==> src/rtl/alarm_led_pkg.sv <==
// alarm_led_pkg: shared state encoding and LED pattern constants for the alarm LED block
//   state_t        2-bit FSM state (IDLE=0, RUN=1, ALARM=2, HOLD=3)
//   LED_ALARM_INIT pattern loaded on alarm entry
//   LED_HOLD       pattern shown once the alarm has timed out
package alarm_led_pkg;
    typedef enum logic [1:0] {
        ST_IDLE  = 2'd0,
        ST_RUN   = 2'd1,
        ST_ALARM = 2'd2,
        ST_HOLD  = 2'd3
    } state_t;
    localparam logic [15:0] LED_ALARM_INIT = 16'h0001;
    localparam logic [15:0] LED_HOLD       = 16'hFFFF;
endpackage

==> src/rtl/alarm_led_tick_gen.sv <==
// tick_gen: free-running prescaler producing a one-cycle TICK every TICK_FULL clocks
//   CLK   clock, rising edge
//   RST   asynchronous active-low reset
//   CLR   synchronous restart of the count from 0
//   TICK  high for one cycle while the count sits at TICK_FULL-1
module tick_gen #(
    parameter int TICK_FULL = 25_000_000
) (
    input  logic CLK,
    input  logic RST,
    input  logic CLR,
    output logic TICK
);
    localparam int W = $clog2(TICK_FULL);
    logic [W-1:0] cnt;
    assign TICK = cnt == W'(TICK_FULL - 1);
    always_ff @(posedge CLK or negedge RST)
        if (!RST) cnt <= '0;
        else cnt <= (CLR || TICK) ? '0 : cnt + W'(1);
endmodule

==> src/rtl/alarm_led.sv <==
// alarm_led: countdown alarm indicator driving a 16-bit LED bar and display blanking
//   CLK    clock, rising edge
//   RST    asynchronous active-low reset
//   BUSY   countdown running (level)
//   DONE   countdown reached zero (level)
//   ACK    one-cycle acknowledge pulse from the button filter
//   LED    registered LED pattern
//   ALARM  registered, high in ALARM and HOLD
//   BLANK  registered, high blanks the 7-segment display
module alarm_led
    import alarm_led_pkg::*;
#(
    parameter int TICK_FULL   = 25_000_000,
    parameter int ALARM_STEPS = 40
) (
    input  logic        CLK,
    input  logic        RST,
    input  logic        BUSY,
    input  logic        DONE,
    input  logic        ACK,
    output logic [15:0] LED,
    output logic        ALARM,
    output logic        BLANK
);
    state_t      state, state_n;
    logic        done_q, busy_q;
    logic        done_rise, busy_rise, busy_fall;
    logic        tick, entry;
    logic [7:0]  step, step_n;
    logic [15:0] led_n;
    logic        alarm_n, blank_n;

    assign done_rise = DONE & ~done_q;
    assign busy_rise = BUSY & ~busy_q;
    assign busy_fall = ~BUSY & busy_q;
    // any state change restarts the prescaler so every state sees full-length steps
    assign entry     = state_n != state;

    tick_gen #(.TICK_FULL(TICK_FULL)) u_tick (
        .CLK  (CLK),
        .RST  (RST),
        .CLR  (entry),
        .TICK (tick)
    );

    always_ff @(posedge CLK or negedge RST)
        if (!RST) begin
            state  <= ST_IDLE;
            done_q <= 1'b0;
            busy_q <= 1'b0;
        end else begin
            state  <= state_n;
            done_q <= DONE;
            busy_q <= BUSY;
        end

    always_comb begin
        state_n = state;
        case (state)
            ST_IDLE:  state_n = busy_rise ? ST_RUN : ST_IDLE;
            ST_RUN:   state_n = done_rise ? ST_ALARM : busy_fall ? ST_IDLE : ST_RUN;
            ST_ALARM: state_n = ACK ? ST_IDLE
                              : (tick && step == 8'(ALARM_STEPS - 1)) ? ST_HOLD : ST_ALARM;
            ST_HOLD:  state_n = busy_rise ? ST_RUN : ACK ? ST_IDLE : ST_HOLD;
            default:  state_n = ST_IDLE;
        endcase
    end

    // next register values are derived from the state being entered, so every
    // output lands exactly one cycle after the edge or tick that caused it
    always_comb begin
        led_n   = LED;
        blank_n = BLANK;
        step_n  = step;
        alarm_n = state_n == ST_ALARM || state_n == ST_HOLD;
        case (state_n)
            ST_RUN: begin
                led_n   = entry ? 16'h0000 : {15'b0, LED[0] ^ tick};
                blank_n = 1'b0;
            end
            ST_ALARM: begin
                led_n   = entry ? LED_ALARM_INIT : tick ? {LED[14:0], LED[15]} : LED;
                blank_n = entry ? 1'b1 : BLANK ^ tick;
                step_n  = entry ? 8'd0 : step + {7'b0, tick};
            end
            ST_HOLD: begin
                led_n   = LED_HOLD;
                blank_n = 1'b0;
            end
            default: begin
                led_n   = 16'h0000;
                blank_n = 1'b0;
                step_n  = 8'd0;
            end
        endcase
    end

    always_ff @(posedge CLK or negedge RST)
        if (!RST) begin
            LED   <= 16'h0000;
            ALARM <= 1'b0;
            BLANK <= 1'b0;
            step  <= 8'd0;
        end else begin
            LED   <= led_n;
            ALARM <= alarm_n;
            BLANK <= blank_n;
            step  <= step_n;
        end
endmodule

==> config.mk <==
export PLATFORM = sky130hd
export DESIGN_NAME = alarm_led
export DESIGN_NICKNAME = d
export VERILOG_FILES = /design/src/rtl/alarm_led_pkg.sv /design/src/rtl/alarm_led_tick_gen.sv /design/src/rtl/alarm_led.sv
export SDC_FILE = /design/constraint.sdc
export NUM_CORES = 1
export LEC_CHECK = 0
export CORE_MARGIN = 10
export CORE_UTILIZATION = 30
export CTS_BUF_LIST = sky130_fd_sc_hd__clkbuf_16
export DETAILED_ROUTE_END_ITERATION = 16
export HOLD_SLACK_MARGIN = 0.05
export PLACE_DENSITY = 0.47
export SLEW_MARGIN = 10
export SYNTH_ARGS = -nofsm -noshare
export SYNTH_HDL_FRONTEND = slang
export SYNTH_HIERARCHICAL = 1
export SYNTH_SLANG_ARGS = --single-unit
==> constraint.sdc <==
create_clock -name CLK -period 3.36 [get_ports CLK]
set_clock_uncertainty 0.1 [all_clocks]
set_input_delay 0.84 -clock CLK [delete_from_list [all_inputs] [get_ports CLK]]
set_output_delay 0.84 -clock CLK [all_outputs]
set_load 0.005 [all_outputs]
# --- After elaboration in Yosys (flattened, before gate mapping) ---
# Index checks and enable logic that the tools add are counted.
totals:
  regBits: 55
  latch_bits: 0
  mem_bits_rw: 0
  mem_bits_ro: 0
  output_inout_bits: 18
  memories: 0
op_classes:
  add_sub_neg: 2
  mul: 0
  div: 0
  magnitude_cmp: 0
  eq_ne: 10
  shift: 0
  muxes: 17
  bitwise: 8
  n_reduce_logical: 5
ops:
  columns: ["op", "count"]
  rows:
  - ["$pmux 16 s3", 1]
  - ["$mux 16", 2]
  - ["$add 25x1->25 const B", 1]
  - ["$eq 25x25->1 const B", 1]
  - ["$mux 25", 1]
  - ["$pmux 8 s2", 1]
  - ["$add 8x1->8", 1]
  - ["$eq 2x2->1 const B", 4]
  - ["$eq 8x6->1 const B", 1]
  - ["$mux 2", 4]
  - ["$mux 8", 1]
  - ["$pmux 2 s4", 1]
  - ["$mux 1", 6]
  - ["$eq 2x1->1 const B", 2]
  - ["$and 1x1->1", 3]
  - ["$ne 3x3->1 const B", 1]
  - ["$not 1->1", 3]
  - ["$logic_not 2->1", 1]
  - ["$logic_or 1x1->1", 2]
  - ["$ne 2x2->1", 1]
  - ["$reduce_or 2->1", 1]
  - ["$xor 1x1->1", 2]
  - ["$logic_and 1x1->1", 1]

# --- Longest topological paths before layout ---
# Gate-level depths: netlist of run 1.
logic_depth:
  ltp_word: 8
  mapped_depth: 11
  ltp_nobuf: 10

# --- Cells and area by module ---
# Netlist of run 1, hierarchy kept.
modules_own_cells:
  columns: ["mod", "n_inst", "cells_per_inst", "area_each_um2", "seq_area_each_um2"]
  rows:
  - ["alarm_led", 1, 153, 1520.2, 750.7]
  - ["tick_gen", 1, 141, 1327.5, 625.6]

# --- Least setup slack after synthesis of run 1 ---
# OpenSTA, ideal clock, no wires.
synth_timing:
  kind: "register -> register"
  start: "register u_tick.cnt[0]"
  end: "register step[4]"
  arrival_ns: 2.880
  t_required_ns: 3.139
  setup_slack_ns: 0.259
  path_stages_with_launch: 10
  n_path_buf: 0
  path_cell_list: "dfrtp_1 > ha_1 > nand2_1 > or4b_1 > nor3_1 > nor4b_4 > and3_1 > nor2_2 > a211o_1 > a22o_1"
synth_between:
  elab_chain_len: 8
  elab_cells_between_ends: 13
synth_lines:
  columns: ["item", "line_no", "text"]
  rows:
  - ["from (decl)", "alarm_led_tick_gen.sv:15", "logic [W-1:0] cnt;"]
  - ["from (signal assigned)", "alarm_led_tick_gen.sv:19", "else cnt <= (CLR || TICK) ? '0 : cnt + W'(1);"]
  - ["$eq 25x25->1 *", "alarm_led_tick_gen.sv:16", "assign TICK = cnt == W'(TICK_FULL - 1);"]
  - ["named net tick", "alarm_led.sv:28", "logic tick, entry;"]
  - ["$logic_and 1x1->1", "alarm_led.sv:63", ": (tick && step == 8'(ALARM_STEPS - 1)) ? ST_HOLD : ST_ALARM;"]
  - ["$mux 1", "alarm_led.sv:63", null]
  - ["$mux 2", "alarm_led.sv:62", "ST_ALARM: state_n = ACK ? ST_IDLE"]
  - ["$pmux 2 s4", "alarm_led.sv:59", "case (state)"]
  - ["$ne 2x2->1 (tied with other cells)", "alarm_led.sv:37", "assign entry = state_n != state;"]
  - ["$mux 8 or $reduce_or 2->1 (tied branches)", null, null]
  - ["$pmux 8 s2", "alarm_led.sv:76", "case (state_n)"]
  - ["to (signal assigned)", "alarm_led.sv:108", "step <= step_n;"]
  - ["to (decl)", "alarm_led.sv:29", "logic [7:0] step, step_n;"]
# Mark *: on every way through the listed nets, which the timed path passes. The rest lies on a longest branch.
# A chain may end at the register's enable or synchronous reset.

# --- Worst setup path after layout of run 1 ---
# Same ends and word-level chain as after synthesis.

==> results.json, run 1 <==
{
  "status": "finished clean",
  "slew_violations": 0,
  "clock_sinks": 55,
  "clkTransAtPathRegs_ns": 0.07,
  "drv_cap": 0,
  "clk_latency_ns": 0.29,
  "sw_frac_of_total_pct": 28.2,
  "synth_seq_area_share_pct": 48.3,
  "antenna_found_initial": 0,
  "gp_congestion": 0.830,
  "ant_nets": 0,
  "fp.dieArea_um2": 13800,
  "power.density_nw_per_um2": 508,
  "synth_simple_gate_area_share_pct": 26.8,
  "synth_cells": 294,
  "critical_path_class": "register to register",
  "synth_nets": 302,
  "clockPowerShare_pct": 34.3,
  "synthArstFlopShare_pct": 100,
  "dpl_cell_area_um2": 3190,
  "start_kind": "register",
  "synth_ff_type": "dfrtp_1",
  "synth_fa_ha_area_share_pct": 1.32,
  "hpwlAfterDp_um": 4480,
  "cts-buffers-inserted": 5,
  "timing.hold.ws_ns": 0.360,
  "slowest_stage": "or4b_1",
  "cts_hold_buf": 0,
  "synth_cell_types": 55,
  "p_seq_share_pct": 46.7,
  "nFillCells": 924,
  "synth_top_family_by_area": "simple AND/OR/NAND/NOR gates",
  "finalSetupViolCount": 0,
  "maxSlewHeadroom_pct": 29.5,
  "avgSynthCellArea_um2": 9.69,
  "max_freq_mhz": 314,
  "tns_ns": 0,
  "htree_num_levels": 2,
  "rsz0062_at_grt": "false",
  "period_share_pct": 94.8,
  "yosysTopAreaCellShare_pct": 48.3,
  "grt_overflow": 0,
  "yosysWarnings": 6,
  "ir_worst_vdd_mv": 0.206,
  "pwr-share-comb_pct": 18.9,
  "grt_pass1_vias": 2200,
  "fin_crit_ns": 3.18,
  "syn-cell-area_um2": 2850,
  "cts-root-buf": "clkbuf_16",
  "cp_cell_sequence": "ha_1 -> nand2_1 -> or4b_1 -> nor3_1 -> nor4b_4 -> and3_1 -> nor2_2 -> a211o_1 -> a22o_1",
  "vias": 2187,
  "worst-path-max-fanout": 9,
  "hold_violations": 0,
  "vias_per_cell": 4.93,
  "wl_um": 6370,
  "yosys.area.top_type": "dfrtp_1",
  "hold_path.class": "register to register",
  "diodes": 0,
  "rows": 35,
  "grt_max_degree": 31,
  "dieWidth_um": 117,
  "area_growth_pct": 17.8,
  "clk_path_buf_depth": 2,
  "synth_area_leaders": "dfrtp_1 (48%), nor2_1 (5.0%), a21oi_1 (4.6%)",
  "cts_tree": "yes",
  "leakagePower_nw": 1.43,
  "final_util_pct": 36.3,
  "start_util_pct": 30.8,
  "coreArea_um2": 9240,
  "grt_usage_pct": 9.51,
  "crit_path_end_kind": "register",
  "stdcell_area_um2": 3350,
  "boundaryPins": 23,
  "synth_xor_area_share_pct": 4.92,
  "slowest_delay_ns": 0.59,
  "max_slew.worst_pin.slew_ns": 1.06,
  "numPortBuffers": 22,
  "ys_seq_elements": 55,
  "drive_gt1_share_pct": 9.84,
  "internal_power_mw": 1.22,
  "p_sw_uw": 480,
  "required_ns": 3.45,
  "cts_setup_buffers": 0,
  "muxShareOfSynthArea_pct": 0.351,
  "die_h_um": 117,
  "wl_per_cell_um": 14.3,
  "grt_pass1_wl_um": 11200,
  "finalNetCount": 323,
  "arrival_ns": 3.27,
  "drt-initial-drc-count": 100,
  "dr.pass1.iters": 4,
  "synth_compound_area_share_pct": 14.8,
  "drc": 0,
  "synth-edff-count": 0,
  "ctsResizeCount": 0
}
==> flip-flops by register name, summed over array words and instances (netlist names) <==
| register | flops |
|---|---|
| BLANK | 1 |
| ALARM | 1 |
| done_q | 1 |
| LED | 16 |
| u_tick/cnt | 25 |
| busy_q | 1 |
| step | 8 |
| state | 2 |
==> cell families after synthesis <==
group                    Yosys count
AND/OR/NAND/NOR                  137
AO/OA/AOI/OAI                     63
flip-flops                        55
buffers and inverters             19
XOR/XNOR                          16
adder cells (fa/ha/maj)            3
multiplexers                       1
==> final timing paths <==
kind | from | to | slack, ns | cells past startpoint
max | u_tick/cnt[0] | step[4] | 0.18 | 9
min | u_tick/cnt[0] | u_tick/cnt[0] | 0.36 | 1
max reg2reg | u_tick/cnt[0] | step[4] | 0.18 | 9
min reg2reg | u_tick/cnt[0] | u_tick/cnt[0] | 0.36 | 1
max in group asynchronous | RST | u_tick/cnt[2] | 2.12 | 2
min in group asynchronous | RST | step[2] | 0.45 | 1
==> critical path, delay by kind of cell, from the launching register on <==
family          cells  cell delay [ns]
compound gates      2             0.49
fa+ha+maj           1             0.23
flops               1             0.37
simple gates        6             1.89
==> synth_stat cells (all sizes together) (3+ instances only) <==
| master | n |
|---|---|
| nand4 | 6 |
| or3 | 6 |
| buf | 8 |
| clkbuf | 4 |
| inv | 7 |
| ha | 3 |
| xor2 | 6 |
| nor3 | 5 |
| a22o | 5 |
| dfrtp | 55 |
| nor4 | 4 |
| nand2 | 31 |
| o21ai | 13 |
| nand3 | 12 |
| or4 | 8 |
| nand2b | 3 |
| xnor2 | 10 |
| nor2 | 39 |
| and3 | 5 |
| o31ai | 8 |
| a21oi | 28 |
==> per-layer routing <==
layer  vias up  part of all wire, %  global-route usage (%)  wire length [um]
met4         0                  1.2                    2.74                78
met5         -                    0                       0                 0
met2        37                   47                    15.4              2970
li1       1092                    -                       -                 -
met1      1046                   49                    12.1              3100
met3        12                  3.5                    2.49               222
==> stage by stage <==
step           total power, mW  std cells  setup slack (ns)
2_1_floorplan            0.996        294             0.259
3_3_place_gp              1.14        437             0.288
3_5_place_dp              1.14        437             0.176
4_1_cts                   1.74        444             0.180
5_1_grt                   1.80        444            0.0117
6_report                  1.70        444             0.176
==> power groups by stage <==
stage,Clock (mW),Combinational (mW),Sequential [mW]
floorplan,0,0.208,0.788
global placement,0,0.330,0.810
detailed placement,0,0.331,0.810
CTS,0.609,0.332,0.797
global route,0.634,0.361,0.808
finish,0.585,0.323,0.796
==> layout make-up <==
class / count / area (um2) / share of cell area, %
Clock inverter: 2 / 37.5 / 1.12
Inverter: 7 / 26.3 / 0.783
Sequential cell: 55 / 1380 / 41.0
Timing Repair Buffer: 26 / 258 / 7.68
Tap cell: 129 / 161 / 4.81
Multi-Input combinational cell: 220 / 1370 / 40.8
Clock buffer: 5 / 125 / 3.73
==> cells in the final DEF (no fill, tap or decap), types with 7 or more instances in the layout <==
master	synthesis	routed
a21oi_1	26	26
clkdlybuf4s50_1	0	21
dfrtp_1	55	55
inv_1	7	7
nand2_1	31	31
nand3_1	12	12
nor2_1	38	38
o21ai_0	10	10
o31ai_1	7	7
xnor2_1	10	10
Power figures use the tool's default switching activity.
==> run 2: changes to the inputs <==
--- a/config.mk
+++ b/config.mk
@@ -8,9 +8,9 @@
 export CORE_MARGIN = 10
 export CORE_UTILIZATION = 30
 export CTS_BUF_LIST = sky130_fd_sc_hd__clkbuf_16
+export CTS_CLUSTER_SIZE = 8
 export DETAILED_ROUTE_END_ITERATION = 16
 export HOLD_SLACK_MARGIN = 0.05
-export PLACE_DENSITY = 0.47
 export SLEW_MARGIN = 10
 export SYNTH_ARGS = -nofsm -noshare
 export SYNTH_HDL_FRONTEND = slang
==> results.json, run 2 (same netlist as run 1, synthesis figures left out) <==
{
  "htree_num_levels": 2,
  "maxSlewHeadroom_pct": 32.0,
  "antenna_found_initial": 0,
  "r2r_setup_slack_ns": 0.27,
  "clk_path_buf_depth": 2,
  "hpwlAfterDp_um": 4120,
  "slew_violations": 0,
  "drt-initial-drc-count": 127,
  "power.density_nw_per_um2": 509,
  "grt_overflow": 0,
  "r2r_cells": 9,
  "cts-buffers-inserted": 5,
  "ir_worst_vdd_mv": 0.260,
  "vias_per_cell": 4.89,
  "worstHoldPathCells": 1,
  "area_growth_pct": 18.1,
  "status": "finished clean",
  "drc": 0,
  "cp_num_buf_inv": 0,
  "max_slew.worst_pin.slew_ns": 1.02,
  "tns_ns": 0,
  "cp_cell_sequence": "ha_1 -> nand2_1 -> or4b_1 -> nor3_4 -> nor4b_4 -> and3_1 -> nor2_2 -> a211o_1 -> a22o_1",
  "finalSetupViolCount": 0,
  "leakagePower_nw": 1.44,
  "setup_ws_ns": 0.268,
  "layout_common_cells": "dfrtp_1 (55), nor2_1 (38), nand2_1 (31)",
  "cts_hold_buf": 0,
  "reg_top3": "u_tick/cnt (25), LED (16), step (8)",
  "clk_latency_ns": 0.29,
  "vias": 2175,
  "required_ns": 3.45,
  "coreArea_um2": 9240,
  "grt_usage_pct": 8.87,
  "final_common_cell": "dfrtp_1",
  "diodes": 0,
  "drv_cap": 0,
  "grt_pass1_wl_um": 10500,
  "worst-path-max-fanout": 9,
  "dieWidth_um": 117,
  "cts-root-buf": "clkbuf_16",
  "grt_max_degree": 56,
  "slowest_stage": "or4b_1",
  "pre_cts_ws_ns": 0.150,
  "cp_num_cells": 9,
  "fin_crit_ns": 3.09,
  "cts_setup_buffers": 0,
  "crit_path_end_kind": "register",
  "hold_path.class": "register to register",
  "max_freq_mhz": 323,
  "slowest_delay_ns": 0.65,
  "wl_per_cell_um": 13.4,
  "arrival_ns": 3.18,
  "largest_register_ff_count": 25,
  "start_kind": "register",
  "numPortBuffers": 22,
  "ant_nets": 0,
  "drive_gt1_share_pct": 10.4,
  "final_util_pct": 36.4,
  "gp_congestion": 0.845,
  "clock_sinks": 55,
  "wl_um": 5940,
  "die_h_um": 117,
  "ctsResizeCount": 0,
  "cts_tree": "yes",
  "boundaryPins": 23,
  "clkTransAtPathRegs_ns": 0.07,
  "start_util_pct": 30.8,
  "top_register": "u_tick/cnt",
  "hold_violations": 0,
  "crit_family": "simple AND/OR/NAND/NOR gates",
  "finalNetCount": 323,
  "rows": 35,
  "grt_pass1_vias": 2212,
  "fp.dieArea_um2": 13800,
  "period_share_pct": 92.0,
  "rsz0062_at_grt": "false",
  "critical_path_class": "register to register",
  "dr.pass1.iters": 4
}
run 2: area by class of cell:
cell class	count	area, um2
clock inverter	3	46.3
inverter	7	26.3
sequential	55	1380
timing repair buffer	26	245
multi-input combinational	220	1380
fill	919	5880
tap	129	161
clock buffer	5	125
run 2: through the flow:
stage          std cells  area (um2)  hold WS [ns]  power (mW)
2_1_floorplan        294        2850         0.333       0.996
3_3_place_gp         437        3180         0.345        1.13
3_5_place_dp         437        3180         0.358        1.13
4_1_cts              445        3350         0.367        1.73
5_1_grt              445        3360         0.392        1.81
6_report             445        3360         0.362        1.71
run 2: power by group:
| group | switching, mW | total, mW | internal (mW) | leakage (nW) |
|---|---|---|---|---|
| clock network | 0.242 | 0.596 | 0.354 | 0.0804 |
| registers | 0.0690 | 0.794 | 0.725 | 0.751 |
| logic | 0.171 | 0.320 | 0.149 | 0.611 |
run 2: worst reg2reg max path, stage by stage, from the launching register on:
cell and delay, ns:
dfrtp_1 0.37, ha_1 0.24, nand2_1 0.15, or4b_1 0.65
nor3_4 0.29, nor4b_4 0.30, and3_1 0.29, nor2_2 0.12
a211o_1 0.27, a22o_1 0.22
run 2: layer usage:
metal | GRT usage [%] | vias to the layer above | part of all wire (%)
li1 | - | 1089 | -
met1 | 10.7 | 1043 | 47
met2 | 15.1 | 37 | 48
met3 | 2.49 | 6 | 3.1
met4 | 2.19 | 0 | 1.2
met5 | 0 | - | 0
run 2: worst paths after layout:
check,start,end
worst max-delay path,u_tick/cnt[0],step[4]
worst min-delay path,u_tick/cnt[0],u_tick/cnt[0]
worst max register to register,u_tick/cnt[0],step[4]
worst min register to register,u_tick/cnt[0],u_tick/cnt[0]
max in group asynchronous,RST,LED[5]
min in group asynchronous,RST,step[2]
==> run 3: changes to the inputs <==
--- a/config.mk
+++ b/config.mk
@@ -5,11 +5,13 @@
 export SDC_FILE = /design/constraint.sdc
 export NUM_CORES = 1
 export LEC_CHECK = 0
+export CORE_ASPECT_RATIO = 1.25
 export CORE_MARGIN = 10
 export CORE_UTILIZATION = 30
 export CTS_BUF_LIST = sky130_fd_sc_hd__clkbuf_16
 export CTS_CLUSTER_SIZE = 8
 export DETAILED_ROUTE_END_ITERATION = 16
+export GPL_ROUTABILITY_DRIVEN = 0
 export HOLD_SLACK_MARGIN = 0.05
 export SLEW_MARGIN = 10
 export SYNTH_ARGS = -nofsm -noshare
==> results.json, run 3 (same netlist as run 1, synthesis figures left out) <==
{
  "cts_tree": "yes",
  "multiInputGateArea_um2": 1380,
  "htree_num_levels": 2,
  "grt_pass1_vias": 2163,
  "crit_path_end_kind": "register",
  "rows": 39,
  "largest_register_ff_count": 25,
  "rsz0062_at_grt": "false",
  "slew_violations": 0,
  "cts-root-buf": "clkbuf_16",
  "required_ns": 3.45,
  "critical_path_class": "register to register",
  "worst-path-max-fanout": 9,
  "grt_max_degree": 56,
  "start_kind": "register",
  "ant_nets": 0,
  "clk_latency_ns": 0.29,
  "ir_worst_vdd_mv": 0.278,
  "r2r_cells": 9,
  "diodes": 0,
  "fin_crit_ns": 3.05,
  "tns_ns": 0,
  "hold_start": "u_tick/cnt[0]",
  "final_util_pct": 36.5,
  "finalNetCount": 323,
  "coreArea_um2": 9220,
  "dieWidth_um": 107,
  "maxSlewHeadroom_pct": 29.9,
  "period_share_pct": 90.8,
  "leakagePower_nw": 1.43,
  "numPortBuffers": 22,
  "r2r_setup_slack_ns": 0.31,
  "final_common_cell": "dfrtp_1",
  "power.density_nw_per_um2": 510,
  "drc": 0,
  "fp.dieArea_um2": 13800,
  "grt_pass1_wl_um": 10100,
  "cts_hold_buf": 0,
  "max_slew.worst_pin.slew_ns": 1.05,
  "r2r-start": "u_tick/cnt[0]",
  "hold_violations": 0,
  "worstHoldPathCells": 1,
  "grt_usage_pct": 8.65,
  "instances_no_fill": 439,
  "clk_path_buf_depth": 2,
  "finalSetupViolCount": 0,
  "stdcell_area_um2": 3360,
  "hpwlAfterDp_um": 4240,
  "antenna_found_initial": 0,
  "area_growth_pct": 18.1,
  "max_freq_mhz": 328,
  "min_to": "u_tick/cnt[0]",
  "die_h_um": 129,
  "nFillCells": 887,
  "cp_cell_sequence": "ha_1 -> nand2_1 -> or4b_1 -> nor3_2 -> nor4b_4 -> and3_1 -> nor2_2 -> a211o_1 -> a22o_1",
  "start_util_pct": 30.9,
  "drv_cap": 0,
  "dpl_cell_area_um2": 3180,
  "boundaryPins": 23,
  "vias_per_cell": 5.03,
  "dr.pass1.iters": 4,
  "ff_latch_area_um2": 1380,
  "wl_per_cell_um": 13.6,
  "grt_overflow": 0,
  "drt-initial-drc-count": 101,
  "clkTransAtPathRegs_ns": 0.07,
  "arrival_ns": 3.14,
  "top_register": "u_tick/cnt",
  "hold_path.class": "register to register",
  "slowest_stage": "or4b_1",
  "r2r-end": "step[4]",
  "dp.cells": 431,
  "layout_common_cells": "dfrtp_1 (55), nor2_1 (38), nand2_1 (31)",
  "wl_um": 5960,
  "status": "finished clean",
  "vias": 2208,
  "slowest_delay_ns": 0.61,
  "clock_sinks": 55,
  "drive_gt1_share_pct": 10.4,
  "reg_top3": "u_tick/cnt (25), LED (16), step (8)",
  "cts-buffers-inserted": 5
}
run 3: worst max-delay path by stage:
stage,cells past startpoint,slack (ns),to,from
after global placement,9,0.31,step[4],u_tick/cnt[0]
after CTS,9,0.17,step[4],u_tick/cnt[0]
after floorplan,9,0.26,step[4],u_tick/cnt[0]
final,9,0.31,step[4],u_tick/cnt[0]
after detailed placement,9,0.19,step[4],u_tick/cnt[0]
after global routing,9,0.08,step[4],u_tick/cnt[0]
run 3: area by class of cell:
cell class | count | share of cell area [%]
Inverter | 7 | 0.782
Tap cell | 123 | 4.58
Multi-Input combinational cell | 220 | 40.9
Clock buffer | 5 | 3.72
Timing Repair Buffer | 26 | 7.67
Clock inverter | 3 | 1.41
Sequential cell | 55 | 40.9
run 3: critical path: cells and delay by family (launching register included):
| kind | cells | cell delay (ns) |
|---|---|---|
| and+or+nand+nor | 6 | 1.75 |
| AOI/OAI and AO/OA | 2 | 0.50 |
| DFF | 1 | 0.37 |
| adders and majority gates | 1 | 0.23 |
run 3: report_power, final:
group,internal [mW],leakage [nW],total (mW),switching (mW)
registers,0.725,0.751,0.796,0.0705
clock network,0.356,0.0844,0.598,0.242
logic,0.150,0.599,0.322,0.172
run 3: layer usage:
metal,part of all wire [%],GRT usage [%]
met5,0,0
met4,0.96,2.39
met3,3.3,1.85
met2,50,15.0
met1,46,10.5
run 3: stage by stage:
| stage | worst slack, ns | hold slack, ns | power [mW] |
|---|---|---|---|
| after detailed placement | 0.191 | 0.360 | 1.14 |
| final | 0.309 | 0.366 | 1.72 |
| after floorplan | 0.259 | 0.333 | 0.996 |
| after global placement | 0.311 | 0.347 | 1.13 |
| after CTS | 0.171 | 0.369 | 1.74 |
| after global routing | 0.0838 | 0.396 | 1.81 |
run 3: timing repair:
action,CTS,global route
resized for setup,0,1
endpoints found under the setup margin,0,3
setup buffers,0,0
